===== src/rtl/alu_writeback.sv =====
// ALU result writeback stage: captures unit completions into a tagged FIFO and
// drains it to result memory through a wr/mem_ack handshake.
module alu_writeback #(
  parameter int unsigned DEPTH    = 4,
  parameter logic [7:0]  RES_BASE = 8'hF0
) (
  input  logic       clk,
  input  logic       rst,
  input  logic       done_suma,
  input  logic       done_complemento,
  input  logic       done_shiftl,
  input  logic       done_shiftR,
  input  logic       done_compc,
  input  logic       done_compn,
  input  logic       done_load,
  input  logic [7:0] res_suma,
  input  logic [7:0] res_complemento,
  input  logic [7:0] res_shiftl,
  input  logic [7:0] res_shiftR,
  input  logic [7:0] res_compc,
  input  logic [7:0] res_compn,
  input  logic [7:0] res_load,
  input  logic       mem_ack,
  output logic       wr,
  output logic [7:0] addr,
  output logic [7:0] data_out,
  output logic       wb_done,
  output logic       busy,
  output logic       overflow,
  output logic       collision,
  output logic       dbg_state_o
);

  localparam int unsigned PW = (DEPTH > 1) ? $clog2(DEPTH) : 1;
  localparam int unsigned CW = $clog2(DEPTH + 1);

  // Handshake: wr stays high with addr/data_out stable until mem_ack is
  // sampled high on a rising edge; that edge completes the transfer.
  typedef enum logic {
    S_IDLE  = 1'b0,
    S_WRITE = 1'b1
  } state_e;

  state_e         state_q, state_d;
  logic [10:0]    mem_q [DEPTH];
  logic [PW-1:0]  wr_ptr_q, rd_ptr_q;
  logic [CW-1:0]  count_q, count_d;
  logic [7:0]     addr_q, addr_d;
  logic [7:0]     data_q, data_d;
  logic           wb_done_q, wb_done_d;
  logic           overflow_q, overflow_d;
  logic           collision_q, collision_d;

  logic [6:0]     done_vec;
  logic           push_req, push, pop, full, multi;
  logic [2:0]     push_tag;
  logic [7:0]     push_data;
  logic [10:0]    head_entry, next_entry;
  logic           load_head, load_next;

  assign done_vec = {done_load, done_compn, done_compc, done_shiftR,
                     done_shiftl, done_complemento, done_suma};

  // Lowest tag wins when several units complete together.
  always_comb begin
    push_tag  = 3'd0;
    push_data = 8'h00;
    casez (done_vec)
      7'b??????1: begin push_tag = 3'd0; push_data = res_suma;        end
      7'b?????10: begin push_tag = 3'd1; push_data = res_complemento; end
      7'b????100: begin push_tag = 3'd2; push_data = res_shiftl;      end
      7'b???1000: begin push_tag = 3'd3; push_data = res_shiftR;      end
      7'b??10000: begin push_tag = 3'd4; push_data = res_compc;       end
      7'b?100000: begin push_tag = 3'd5; push_data = res_compn;       end
      7'b1000000: begin push_tag = 3'd7; push_data = res_load;        end
      default:    begin push_tag = 3'd0; push_data = 8'h00;           end
    endcase
  end

  assign push_req = |done_vec;
  assign multi    = (done_vec & (done_vec - 7'd1)) != 7'd0;
  assign full     = (count_q == CW'(DEPTH));
  assign pop      = (state_q == S_WRITE) && mem_ack;
  assign push     = push_req && (!full || pop);
  assign count_d  = count_q + CW'(push) - CW'(pop);

  // After a pop the new head is the next stored entry, or the entry being
  // pushed this very cycle when the queue held only the one being written.
  assign head_entry = mem_q[rd_ptr_q];
  assign next_entry = (count_q > CW'(1)) ? mem_q[rd_ptr_q + PW'(1)]
                                         : {push_tag, push_data};

  always_ff @(posedge clk) begin
    if (push) mem_q[wr_ptr_q] <= {push_tag, push_data};
  end

  always_ff @(posedge clk) begin
    if (rst) begin
      wr_ptr_q <= '0;
      rd_ptr_q <= '0;
      count_q  <= '0;
    end else begin
      if (push) wr_ptr_q <= wr_ptr_q + PW'(1);
      if (pop)  rd_ptr_q <= rd_ptr_q + PW'(1);
      count_q <= count_d;
    end
  end

  // FSM state register
  always_ff @(posedge clk) begin
    if (rst) state_q <= S_IDLE;
    else     state_q <= state_d;
  end

  // FSM next state
  always_comb begin
    state_d   = state_q;
    load_head = 1'b0;
    load_next = 1'b0;
    case (state_q)
      S_IDLE: begin
        if (count_q != '0) begin
          state_d   = S_WRITE;
          load_head = 1'b1;
        end
      end
      S_WRITE: begin
        if (mem_ack) begin
          if (count_d != '0) load_next = 1'b1;
          else               state_d   = S_IDLE;
        end
      end
      default: state_d = S_IDLE;
    endcase
  end

  // FSM outputs
  always_comb begin
    wr          = (state_q == S_WRITE);
    busy        = (count_q != '0) || (state_q == S_WRITE);
    dbg_state_o = state_q;
  end

  always_comb begin
    addr_d = addr_q;
    data_d = data_q;
    if (load_head) begin
      addr_d = RES_BASE + {5'b00000, head_entry[10:8]};
      data_d = head_entry[7:0];
    end else if (load_next) begin
      addr_d = RES_BASE + {5'b00000, next_entry[10:8]};
      data_d = next_entry[7:0];
    end
    wb_done_d   = pop;
    overflow_d  = overflow_q | (push_req && full && !pop);
    collision_d = collision_q | multi;
  end

  always_ff @(posedge clk) begin
    if (rst) begin
      addr_q      <= 8'h00;
      data_q      <= 8'h00;
      wb_done_q   <= 1'b0;
      overflow_q  <= 1'b0;
      collision_q <= 1'b0;
    end else begin
      addr_q      <= addr_d;
      data_q      <= data_d;
      wb_done_q   <= wb_done_d;
      overflow_q  <= overflow_d;
      collision_q <= collision_d;
    end
  end

  assign addr      = addr_q;
  assign data_out  = data_q;
  assign wb_done   = wb_done_q;
  assign overflow  = overflow_q;
  assign collision = collision_q;

endmodule


===== config.mk =====
export PLATFORM = sky130hd
export DESIGN_NAME = alu_writeback
export DESIGN_NICKNAME = d
export VERILOG_FILES = /design/src/rtl/alu_writeback.sv
export SDC_FILE = /design/constraint.sdc
export NUM_CORES = 1
export LEC_CHECK = 0
export BUFFER_PORTS_ARGS = -buffer_cell sky130_fd_sc_hd__buf_2
export CORE_MARGIN = 2
export CORE_UTILIZATION = 35
export CTS_CLUSTER_SIZE = 20
export DETAILED_ROUTE_END_ITERATION = 16
export GPL_ROUTABILITY_DRIVEN = 0
export PLACE_DENSITY = 0.57
export SLEW_MARGIN = 20
export SYNTH_ARGS = -nofsm -noshare
export SYNTH_HDL_FRONTEND = slang
export SYNTH_SLANG_ARGS = --single-unit

===== constraint.sdc =====
create_clock -name clk -period 4.09 [get_ports clk]
set_clock_uncertainty 0.05 [all_clocks]
set_input_delay 0.2045 -clock clk [delete_from_list [all_inputs] [get_ports clk]]
set_output_delay 0.2045 -clock clk [all_outputs]
set_load 0.03 [all_outputs]

# Word-level counts from Yosys, hierarchy flattened
# Memory sizes are Yosys's and may differ from the RTL's. A register that Yosys moved wholly into a read port is not among the register bits.
# Index checks and enable logic that the tools add are counted.
[classes] bitwise_logic=4 n_mux=18 n_reduce_logical=13 eq_ne=7 n_addsub=7 n_lt_le_gt_ge=1
[op_table] cell="one-hot mux 8 bit (7 select lines)" count=1
[op_table] cell="two-way mux 8 bit" count=4
[op_table] cell="one-hot mux 3 bit (6 select lines)" count=1
[op_table] cell="adder 5 x 4 -> 6 bit (first input constant)" count=2
[op_table] cell="two-way mux 11 bit" count=1
[op_table] cell="two-way mux 1 bit" count=8
[op_table] cell="bitwise AND 7 bit" count=1
[op_table] cell="== test 7 bit (second input constant)" count=1
[op_table] cell="nonzero test 7 bit" count=1
[op_table] cell="OR reduction 7 bit" count=1
[op_table] cell="subtractor 7 x 1 -> 7 bit (second input constant)" count=1
[op_table] cell="== test 3 bit (second input constant)" count=2
[op_table] cell="== test 6 bit (second input constant)" count=1
[op_table] cell="nonzero test 3 bit" count=2
[op_table] cell="== test 5 bit (second input constant)" count=1
[op_table] cell="adder 2 x 1 -> 2 bit (second input constant)" count=2
[op_table] cell="== test 4 bit (second input constant)" count=1
[op_table] cell="logical AND 1 bit" count=4
[op_table] cell="two-way mux 2 bit" count=2
[op_table] cell="adder 3 x 1 -> 3 bit" count=1
[op_table] cell="greater-than comparator 3 x 1 -> 1 bit (second input constant)" count=1
[op_table] cell="subtractor 3 x 1 -> 3 bit" count=1
[op_table] cell="== test 2 bit (second input constant)" count=1
[op_table] cell="zero test 1 bit" count=2
[op_table] cell="other kinds (5)" count=7
[totals] mem_count=1 reg_bits=27 out_inout_bits=22 elab_cells=60 ram_bits=44
[memory_table] memory="mem_q" words=4 word_bits=11 read_ports=2 rd_clocked_by_memory_dff=1 write_ports=1 line="45" text="logic [10:0] mem_q [DEPTH];"

# Logic depth before layout (Yosys ltp)
# Gate-level depths: netlist of the first run.
[depth] depth_word=12 depth_mapped=15 ltp_nobuf=14

# Least setup slack after synthesis of the first run
# No wires, ideal clock.
[synth_path] kind="reg2reg" start="register state_q (netlist: dbg_state_o)" end="register addr_q[0] (netlist: addr[0])" arrival_time_ns=3.124 synth_period_minus_slack_ns=3.311 slack_ns=0.779 t_required_ns=3.903 setup_ns=0.137 n_path_buf=0 stages_incl_launch_ff=15 cell_sequence="dfxtp_1 -> nand2_1 -> nor4b_1 -> a21oi_1 -> inv_2 -> ha_1 -> inv_1 -> ha_1 -> inv_1 -> fa_1 -> xnor2_1 -> a31oi_1 -> nor2_1 -> a22oi_1 -> a21oi_1"
[synth_via] elab_chain_cells=10 elab_cells_between_ends=12 cone_classes="add/sub: 2; mux: 5; reduce/logical: 5"
[synth_rtl] item="start, declared" line="44" text="state_e state_q, state_d;"
[synth_rtl] item="start signal, assigned" line="112" text="else state_q <= state_d;"
[synth_rtl] item="logical AND 1 bit" line="83" text="assign pop = (state_q == S_WRITE) && mem_ack;"
[synth_rtl] item="logical OR 1 bit" line="84" text="assign push = push_req && (!full || pop);"
[synth_rtl] item="logical AND 1 bit" line="84"
[synth_rtl] item="adder 3 x 1 -> 3 bit" line="85" text="assign count_d = count_q + CW'(push) - CW'(pop);"
[synth_rtl] item="subtractor 3 x 1 -> 3 bit" line="85"
[synth_rtl] item="nonzero test 3 bit" line="129" text="if (count_d != '0) load_next = 1'b1;"
[synth_rtl] item="two-way mux 1 bit" line="129"
[synth_rtl] item="two-way mux 1 bit" line="128" text="if (mem_ack) begin"
[synth_rtl] item="two-way mux 1 bit" line="120" text="case (state_q)"
[synth_rtl] item="nonzero test 2 bit (no line)"
[synth_rtl] item="end signal, assigned" line="167" text="addr_q <= addr_d;"
[synth_rtl] item="end, declared" line="48" text="logic [7:0] addr_q, addr_d;"
# Parallel ways exist; a longest one is shown, timed or not.
# A chain may end at the register's enable or synchronous reset.

# Worst setup path after layout of the first run
[layout_path] start="register state_q (netlist: dbg_state_o)" end="register addr_q[2] (netlist: addr[2])"
# The elaborated chain is that of the path after synthesis.

==> impl_metrics.env, run 1 <==
export IMPL_hp_class="input port to flip-flop"
export IMPL_path_cells="nand2_1 -> nor4b_1 -> a21oi_1 -> inv_2 -> ha_1 -> inv_1 -> ha_1 -> inv_1 -> fa_1 -> xnor2_1 -> a31o_2 -> nand2_1 -> o22ai_1 -> a211oi_1"
export IMPL_slowest_delay_ns=0.45
export IMPL_nets=457
export IMPL_synth_enable_flop_cells=44
export IMPL_seq_area_um2=1822
export IMPL_pre_cts_ws_ns=0.4408
export IMPL_hold_path_endpoint="wb_done"
export IMPL_cap_viol_max_count=0
export IMPL_drt_iter0_drc=232
export IMPL_path_class="flip-flop to flip-flop"
export IMPL_die_y_um=107.3
export IMPL_cts_buffers=9
export IMPL_row_count=37
export IMPL_routed_wl_um=10040
export IMPL_ys_seq_elements=69
export IMPL_numPortBuffers=86
export IMPL_mostFrequentLayoutCells="buf_2 (86), edfxtp_1 (44), dfxtp_1 (25), nor2_1 (23), mux4_2 (22)"
export IMPL_start_util_pct=36.15
export IMPL_async_flop_share_pct=0
export IMPL_cts_resized=0
export IMPL_grt_ovfl_total=0
export IMPL_synthTopCellsByArea="edfxtp_1 (35%), dfxtp_1 (13%), mux4_2 (13%)"
export IMPL_multi_input_area_um2=1749
export IMPL_dieArea_um2=11510
export IMPL_vias=2899
export IMPL_clockBufferDepth=2
export IMPL_die_x_um=107.3
export IMPL_p_total_mw=3.082
export IMPL_critical_path_startpoint_type="flip-flop"
export IMPL_ios=88
export IMPL_slew_violations=0
export IMPL_viasPerCell=5.543
export IMPL_yosysSeqAreaShare_pct=48.81
export IMPL_ys_flop_type="edfxtp_1"
export IMPL_cp_required_ns=4.23
export IMPL_finalNonFillerCells=523
export IMPL_ir_drop_v=0.0004302
export IMPL_grt_usage_pct=18.28
export IMPL_cp_arrival_ns=3.70
export IMPL_power_density_nw_per_um2=696.3
export IMPL_rrSetupSlack_ns=0.53
export IMPL_numClockSinks=69
export IMPL_ant_nets=0
export IMPL_dp_cells=507
export IMPL_reg2reg_depth=14
export IMPL_worst_path_max_fanout=9
export IMPL_synthToLayoutAreaGrowth_pct=18.61
export IMPL_worstSetupEndpointType="flip-flop"
export IMPL_tns_ns=0
export IMPL_hold_violations=0
export IMPL_wl_per_cell_um=19.19
export IMPL_worstSkewPairLatency_ns=0.34
export IMPL_synthCells=304
export IMPL_stdcell_area_um2=4427
export IMPL_hold_start="mem_ack"
export IMPL_fill_cells=972
export IMPL_slew_headroom_pct=38.46
export IMPL_finalSetupViolations=0
export IMPL_tritoncts="done"
export IMPL_final_common_cell="buf_2"
export IMPL_core_um2=10320
export IMPL_setup_slack_ns=0.5304
export IMPL_synth_top_area_share_pct=35.40
export IMPL_worst_pin_slew_ns=0.9218
export IMPL_post_cts_setup_buffers=0
export IMPL_fin_crit_ns=3.560
export IMPL_grt_start_max_net_pins=29
export IMPL_crit_slowest_cell="a21oi_1"
export IMPL_syn_area_per_cell_um2=12.28
export IMPL_htreeDepth=3
export IMPL_rsz0062_at_grt="false"
export IMPL_yosysTopAreaCell="edfxtp_1"
export IMPL_reg2reg_to="addr[2]"
export IMPL_dpl_cell_area_um2=4235
export IMPL_crit_buf_inv=3
export IMPL_hpwl_um=7282
export IMPL_hold_depth=3
export IMPL_clkSlewWorstSetupHoldPaths_ns=0.08
export IMPL_grt_pass1_vias=2950
export IMPL_cp_top_family="compound AO/OA/AOI/OAI gates"
export IMPL_r2r_start="dbg_state_o"
export IMPL_synthesis_area_um2=3732
export IMPL_fin_crit_sh_pct=87.03
export IMPL_cts_root_buf="clkbuf_8"
export IMPL_cts_hold_buffers_added=0
export IMPL_antenna_cells=0
export IMPL_drive_gt1_share_pct=34.37
export IMPL_grt_first_pass_wirelength_um=15670
export IMPL_firstDrtPassIters=5
export IMPL_p_leak_nw=1.724
export IMPL_ys_warnings_count=0
export IMPL_ys_types=53
export IMPL_post_route_drc_count=0
export IMPL_status="finished clean"
export IMPL_max_freq_mhz=280.9
export IMPL_syn_num_nets=379
export IMPL_antenna_found_initial=0
## how the worst max path moves through the flow
stage / start / cells after the start / end / slack, ns
CTS: dbg_state_o / 14 / addr[2] / 0.52
finish: dbg_state_o / 14 / addr[2] / 0.53
global placement: done_complemento / 15 / addr[1] / 0.53
detailed placement: done_complemento / 15 / addr[2] / 0.44
floorplan: dbg_state_o / 14 / addr[0] / 0.78
global route: dbg_state_o / 14 / addr[1] / 0.21
## through the flow
step	hold WS, ns	utilization, %
finish	0.2285	42.88
global route	0.2544	42.88
CTS	0.2020	42.88
detailed placement	0.4146	41.03
global placement	0.4079	41.03
floorplan	0.2330	-
## power breakdown
group | internal [mW] | leakage [nW] | switching (mW) | total, mW
clock | 0.281 | 0.0939 | 0.256 | 0.536
combinational | 0.526 | 1.01 | 0.839 | 1.36
sequential | 1.01 | 0.623 | 0.170 | 1.18
## cell usage after synthesis (3+ instances only)
cell type / n
a21o_1: 5
mux2i_1: 3
nand2_1: 20
or3_1: 4
nand3b_1: 6
a222oi_1: 5
inv_1: 12
o211ai_1: 5
a22o_1: 9
nor2_1: 23
a21oi_1: 12
a211o_1: 3
dfxtp_1: 25
a311oi_2: 3
o21ai_0: 8
a22oi_1: 9
ha_1: 8
clkbuf_1: 10
o211a_1: 5
nand2b_1: 3
o22ai_1: 3
buf_2: 3
buf_4: 6
mux4_2: 22
nor3_1: 3
a211oi_1: 6
nand3_1: 3
and2_1: 6
edfxtp_1: 44
## registers in the layout, summed over array words and instances (netlist names), named ones only
register,count
overflow,1
wr_ptr_q,2
dbg_state_o,1
mem_q,44
data_out,8
rd_ptr_q,2
addr,4
wb_done,1
count_q,3
collision,1
## cell families (layout without fill, tap and decap cells)
logic type / count (synthesis) / count (layout) / synth area share (%)
XOR/XNOR: 4 / 4 / 0.9388
multiplexers: 25 / 25 / 14.08
AND/OR/NAND/NOR: 78 / 78 / 11.20
flip-flops: 69 / 69 / 48.81
buffers and inverters: 34 / 117 / 4.324
other: 1 / 1 / 0.1005
adder cells (fa/ha/maj): 11 / 11 / 3.755
AO/OA/AOI/OAI: 82 / 82 / 16.80
## worst min-delay path: stages
cell and delay, ns:
buf_2 0.07, nand2_1 0.16, nor2_1 0.14
## area by class of cell
class / instances / area share (%)
Clock buffer: 10 / 2.883
Clock inverter: 6 / 1.441
Inverter: 13 / 1.102
Multi-Input combinational cell: 201 / 39.51
Sequential cell: 69 / 41.15
Tap cell: 136 / 3.844
Timing Repair Buffer: 88 / 10.06
## per-layer routing
metal / share of wire, % / track usage, %
met5: 0 / 0
met4: 2.6 / 6.865
met3: 4.9 / 3.814
met2: 51 / 31.60
met1: 42 / 22.41
(Power assumes the default switching activity.)
==> inputs of run 2 (changes only) <==
Clock period 4.09 ns to 3.55 ns, I/O delays scaled along.
==> impl_metrics.env, run 2 (synthesis gave the netlist of run 1 again) <==
export IMPL_cts_hold_buffers_added=0
export IMPL_grt_first_pass_wirelength_um=15570
export IMPL_ant_nets=0
export IMPL_rrSetupSlack_ns=0.37
export IMPL_stdcell_area_um2=4497
export IMPL_cap_viol_max_count=0
export IMPL_cts_resized=0
export IMPL_finalSetupViolations=0
export IMPL_vias=2850
export IMPL_hold_violations=0
export IMPL_antenna_found_initial=0
export IMPL_largest_reg_flops=44
export IMPL_firstDrtPassIters=5
export IMPL_fin_util_pct=43.56
export IMPL_htreeDepth=3
export IMPL_startpoint="dbg_state_o"
export IMPL_post_cts_setup_buffers=0
export IMPL_hold_slack_ns=0.1712
export IMPL_clockBufferDepth=2
export IMPL_ir_drop_v=0.0004012
export IMPL_ios=88
export IMPL_mostFrequentLayoutCells="buf_2 (86), edfxtp_1 (44), dfxtp_1 (25), nor2_1 (23), mux4_2 (22)"
export IMPL_slew_headroom_pct=39.92
export IMPL_row_count=37
export IMPL_grt_pass1_vias=2943
export IMPL_worstSetupEndpointType="flip-flop"
export IMPL_drt_iter0_drc=138
export IMPL_final_common_cell="buf_2"
export IMPL_worst_path_max_fanout=9
export IMPL_drive_gt1_share_pct=35.71
export IMPL_core_um2=10320
export IMPL_tritoncts="done"
export IMPL_p_leak_nw=1.770
export IMPL_cp_required_ns=3.70
export IMPL_cts_root_buf="clkbuf_8"
export IMPL_rsz0062_at_grt="false"
export IMPL_r2r_start="dbg_state_o"
export IMPL_start_util_pct=36.15
export IMPL_top_register="mem_q"
export IMPL_cts_buffers=9
export IMPL_worst_pin_slew_ns=0.9011
export IMPL_p_total_mw=3.613
export IMPL_viasPerCell=5.398
export IMPL_max_freq_mhz=314.2
export IMPL_grt_start_max_net_pins=29
export IMPL_hpwl_um=7298
export IMPL_cp_arrival_ns=3.34
export IMPL_cp_endpoint="addr[1]"
export IMPL_grt_ovfl_total=0
export IMPL_numClockSinks=69
export IMPL_grt_usage_pct=18.00
export IMPL_die_x_um=107.3
export IMPL_status="finished clean"
export IMPL_die_y_um=107.3
export IMPL_path_class="flip-flop to flip-flop"
export IMPL_routed_wl_um=9834
export IMPL_tns_ns=0
export IMPL_fin_crit_sh_pct=89.65
export IMPL_clkSlewWorstSetupHoldPaths_ns=0.08
export IMPL_power_density_nw_per_um2=803.5
export IMPL_antenna_cells=0
export IMPL_hp_class="input port to flip-flop"
export IMPL_fin_crit_ns=3.183
export IMPL_worstSkewPairLatency_ns=0.35
export IMPL_reg2reg_to="addr[1]"
export IMPL_reg2reg_depth=14
export IMPL_critical_path_startpoint_type="flip-flop"
export IMPL_synthToLayoutAreaGrowth_pct=20.48
export IMPL_slew_violations=0
export IMPL_nets=462
export IMPL_dieArea_um2=11510
export IMPL_dpl_cell_area_um2=4273
export IMPL_post_route_drc_count=0
export IMPL_wl_per_cell_um=18.63
export IMPL_numPortBuffers=86
-- run 2: where the power goes --
part           internal [mW]  total [mW]  switching, mW  leakage, nW
logic                  0.615        1.58          0.961         1.03
clock network          0.393       0.675          0.282        0.117
registers               1.17        1.36          0.195        0.623
total                   2.17        3.61           1.44         1.77
-- run 2: area by class of cell --
class                   instances  area (um^2)
fillers                      1003         5827
flip-flops and latches         69         1822
multi-input cells             201         1749
repair buffers                 93        483.0
clock buffers                  15        217.7
well taps                     136        170.2
inverters                      13        48.80
clock inverters                 1        6.256
-- run 2: worst min path at each step --
stage | startpoint | endpoint | cells after the start
finish | done_compc | overflow | 5
global route | mem_ack | wb_done | 4
CTS | done_compc | overflow | 5
detailed placement | overflow | overflow | 2
global placement | overflow | overflow | 2
floorplan | rst | data_out[0] | 1
-- run 2: critical path: stages (launching register included) --
cell and delay (ns):
dfxtp_1 0.35, nand2_1 0.11, nor4b_1 0.37, a21oi_1 0.13, inv_2 0.07, ha_1 0.22
inv_1 0.05, ha_1 0.13, inv_1 0.05, fa_1 0.37, xnor2_1 0.31, a31o_2 0.26
nand2_1 0.25, o22ai_1 0.26, a211oi_1 0.07
-- run 2: per-layer routing --
metal  global-route usage, %  up-vias  routed length [um]
met3                   3.814       21                 353
met5                       0        -                   0
met1                   22.90     1396                4317
met4                   6.586        0                 248
li1                        -     1352                   -
met2                   30.20       81                4914
-- run 2: metrics by stage --
step	instances	setup slack [ns]
floorplan	304	0.2395
global placement	512	0.2508
detailed placement	512	0.1738
CTS	528	0.3749
global route	528	0.1055
finish	528	0.3674
==> inputs of run 3 (changes only) <==
Settings changed: BUFFER_PORTS_ARGS -buffer_cell sky130_fd_sc_hd__buf_2 to default, DONT_BUFFER_PORTS from default to 1, PLACE_DENSITY 0.57 to 0.5.
==> impl_metrics.env, run 3 (synthesis gave the netlist of run 1 again) <==
export IMPL_status="finished clean"
export IMPL_clkSlewWorstSetupHoldPaths_ns=0.08
export IMPL_stdcell_area_um2=4026
export IMPL_cp_arrival_ns=3.24
export IMPL_ir_drop_v=0.0004501
export IMPL_slew_violations=0
export IMPL_startpoint="count_q[2]"
export IMPL_dpl_cell_area_um2=3820
export IMPL_worst_pin_slew_ns=1.071
export IMPL_fin_crit_ns=3.117
export IMPL_drive_gt1_share_pct=16.39
export IMPL_cts_root_buf="clkbuf_8"
export IMPL_core_um2=10320
export IMPL_grt_first_pass_wirelength_um=15150
export IMPL_power_internal_mw=1.996
export IMPL_worstSkewPairLatency_ns=0.34
export IMPL_worst_path_max_fanout=9
export IMPL_wl_per_cell_um=22.12
export IMPL_numPortBuffers=0
export IMPL_cts_buffers=9
export IMPL_slew_headroom_pct=28.37
export IMPL_power_share_combinational_pct=38.3
export IMPL_pwr_share_seq_pct=44.7
export IMPL_power_net_switching_mw=1.412
export IMPL_post_cts_setup_buffers=0
export IMPL_antenna_found_initial=0
export IMPL_rsz0062_at_grt="false"
export IMPL_hpwl_um=7027
export IMPL_fill_cells=980
export IMPL_cpMostUsedCell="inv_1"
export IMPL_fin_crit_sh_pct=87.81
export IMPL_die_y_um=107.3
export IMPL_ios=88
export IMPL_synthToLayoutAreaGrowth_pct=7.878
export IMPL_switching_share_pct=41.43
export IMPL_hold_violations=0
export IMPL_viasPerCell=5.814
export IMPL_clockBufferDepth=2
export IMPL_tns_ns=0
export IMPL_path_class="flip-flop to flip-flop"
export IMPL_worstSetupEndpointType="flip-flop"
export IMPL_rrSetupSlack_ns=0.43
export IMPL_numClockSinks=69
export IMPL_clockPowerShare_pct=17.0
export IMPL_cp_endpoint="addr[1]"
export IMPL_vias=2564
export IMPL_critical_path_startpoint_type="flip-flop"
export IMPL_dieArea_um2=11510
export IMPL_ant_nets=0
export IMPL_die_x_um=107.3
export IMPL_slowest_delay_ns=0.38
export IMPL_post_route_drc_count=0
export IMPL_p_leak_nw=1.381
export IMPL_finalSetupViolations=0
export IMPL_nets=375
export IMPL_grt_start_max_net_pins=30
export IMPL_hp_class="input port to flip-flop"
export IMPL_start_util_pct=36.15
export IMPL_mostFrequentLayoutCells="edfxtp_1 (44), dfxtp_1 (24), nor2_1 (23), mux4_2 (22), nand2_1 (20)"
export IMPL_drt_iter0_drc=172
export IMPL_cap_viol_max_count=0
export IMPL_grt_usage_pct=17.89
export IMPL_path_cells="inv_1 -> nor4b_2 -> a21oi_1 -> inv_2 -> ha_1 -> inv_1 -> ha_1 -> inv_1 -> fa_1 -> xnor2_1 -> a31o_2 -> nand2_1 -> o22ai_1 -> a211oi_1"
export IMPL_antenna_cells=0
export IMPL_row_count=37
export IMPL_max_freq_mhz=320.8
export IMPL_routed_wl_um=9753
export IMPL_r2r_start="count_q[2]"
export IMPL_tritoncts="done"
export IMPL_htreeDepth=3
export IMPL_reg2reg_to="addr[1]"
export IMPL_crit_slowest_cell="fa_1"
export IMPL_top_register="mem_q"
export IMPL_final_common_cell="edfxtp_1"
export IMPL_power_density_nw_per_um2=846.3
export IMPL_grt_ovfl_total=0
export IMPL_firstDrtPassIters=4
export IMPL_fin_util_pct=39.00
export IMPL_cp_required_ns=3.67
export IMPL_reg2reg_depth=14
export IMPL_grt_pass1_vias=2611
export IMPL_largest_reg_flops=44
[run 3: cell types whose count changed in the layout (fill, tap and decap cells not counted), sizes merged]
cell         previous run  this run
clkinvlp                0         1
clkbuf                 15        13
dlygate4sd3             0         2
clkinv                  0         2
inv                    14        13
buf                    93         4
[run 3: final cells by class]
type	instances	area [um^2]	area share [%]
clock buffers	13	158.9	3.947
clock inverters	3	20.02	0.4972
inverters	13	48.80	1.212
multi-input cells	201	1755	43.60
flip-flops and latches	69	1823	45.28
well taps	136	170.2	4.226
repair buffers	6	50.05	1.243
[run 3: metal layers]
layer | wire length (um) | vias up | track usage [%]
met4 | 140 | 0 | 4.545
met5 | 0 | - | 0
li1 | - | 1181 | -
met3 | 603 | 11 | 5.569
met2 | 4832 | 74 | 29.84
met1 | 4176 | 1298 | 22.62
[run 3: critical path, delay by kind of cell (launching register included)]
| family | cells | cell delay [ns] |
|---|---|---|
| AND/OR/NAND/NOR | 2 | 0.56 |
| AO/OA/AOI/OAI | 4 | 0.69 |
| buffers and inverters | 4 | 0.24 |
| XOR/XNOR | 1 | 0.31 |
| adder cells (fa/ha/maj) | 3 | 0.72 |
| flip-flops | 1 | 0.36 |
[run 3: stage by stage]
stage               worst slack (ns)  hold slack (ns)  cells  power (mW)
global route                  0.1823          0.01086    441       3.642
global placement              0.3626           0.1996    423       2.826
detailed placement            0.2951           0.1998    423       2.842
CTS                           0.2989         0.006419    441       3.428
finish                        0.4327          0.01560    441       3.407
floorplan                     0.2395           0.2060    304       2.484
[run 3: how the worst min path moves through the flow]
| stage | startpoint | slack (ns) | to | cells after the start |
|---|---|---|---|---|
| after floorplan | rst | 0.21 | data_out[0] | 1 |
| after global placement | rst | 0.20 | data_out[7] | 1 |
| after detailed placement | rst | 0.20 | count_q[0] | 1 |
| after CTS | done_suma | 0.006 | collision | 2 |
| after global routing | done_suma | 0.01 | collision | 2 |
| final | done_suma | 0.02 | collision | 2 |
[run 3: repair_timing]
action / CTS / global route
hold buffers: 2 / 0
endpoints found under the hold margin: 25 / 0
resized for setup: 0 / 1
endpoints found under the setup margin: 0 / 1
[run 3: power by group through the flow]
stage / sequential (mW) / clock [mW] / combinational, mW
2_1_floorplan: 1.41 / 0 / 1.08
3_3_place_gp: 1.53 / 0 / 1.29
3_5_place_dp: 1.54 / 0 / 1.30
4_1_cts: 1.52 / 0.593 / 1.31
5_1_grt: 1.56 / 0.640 / 1.44
6_report: 1.52 / 0.580 / 1.30
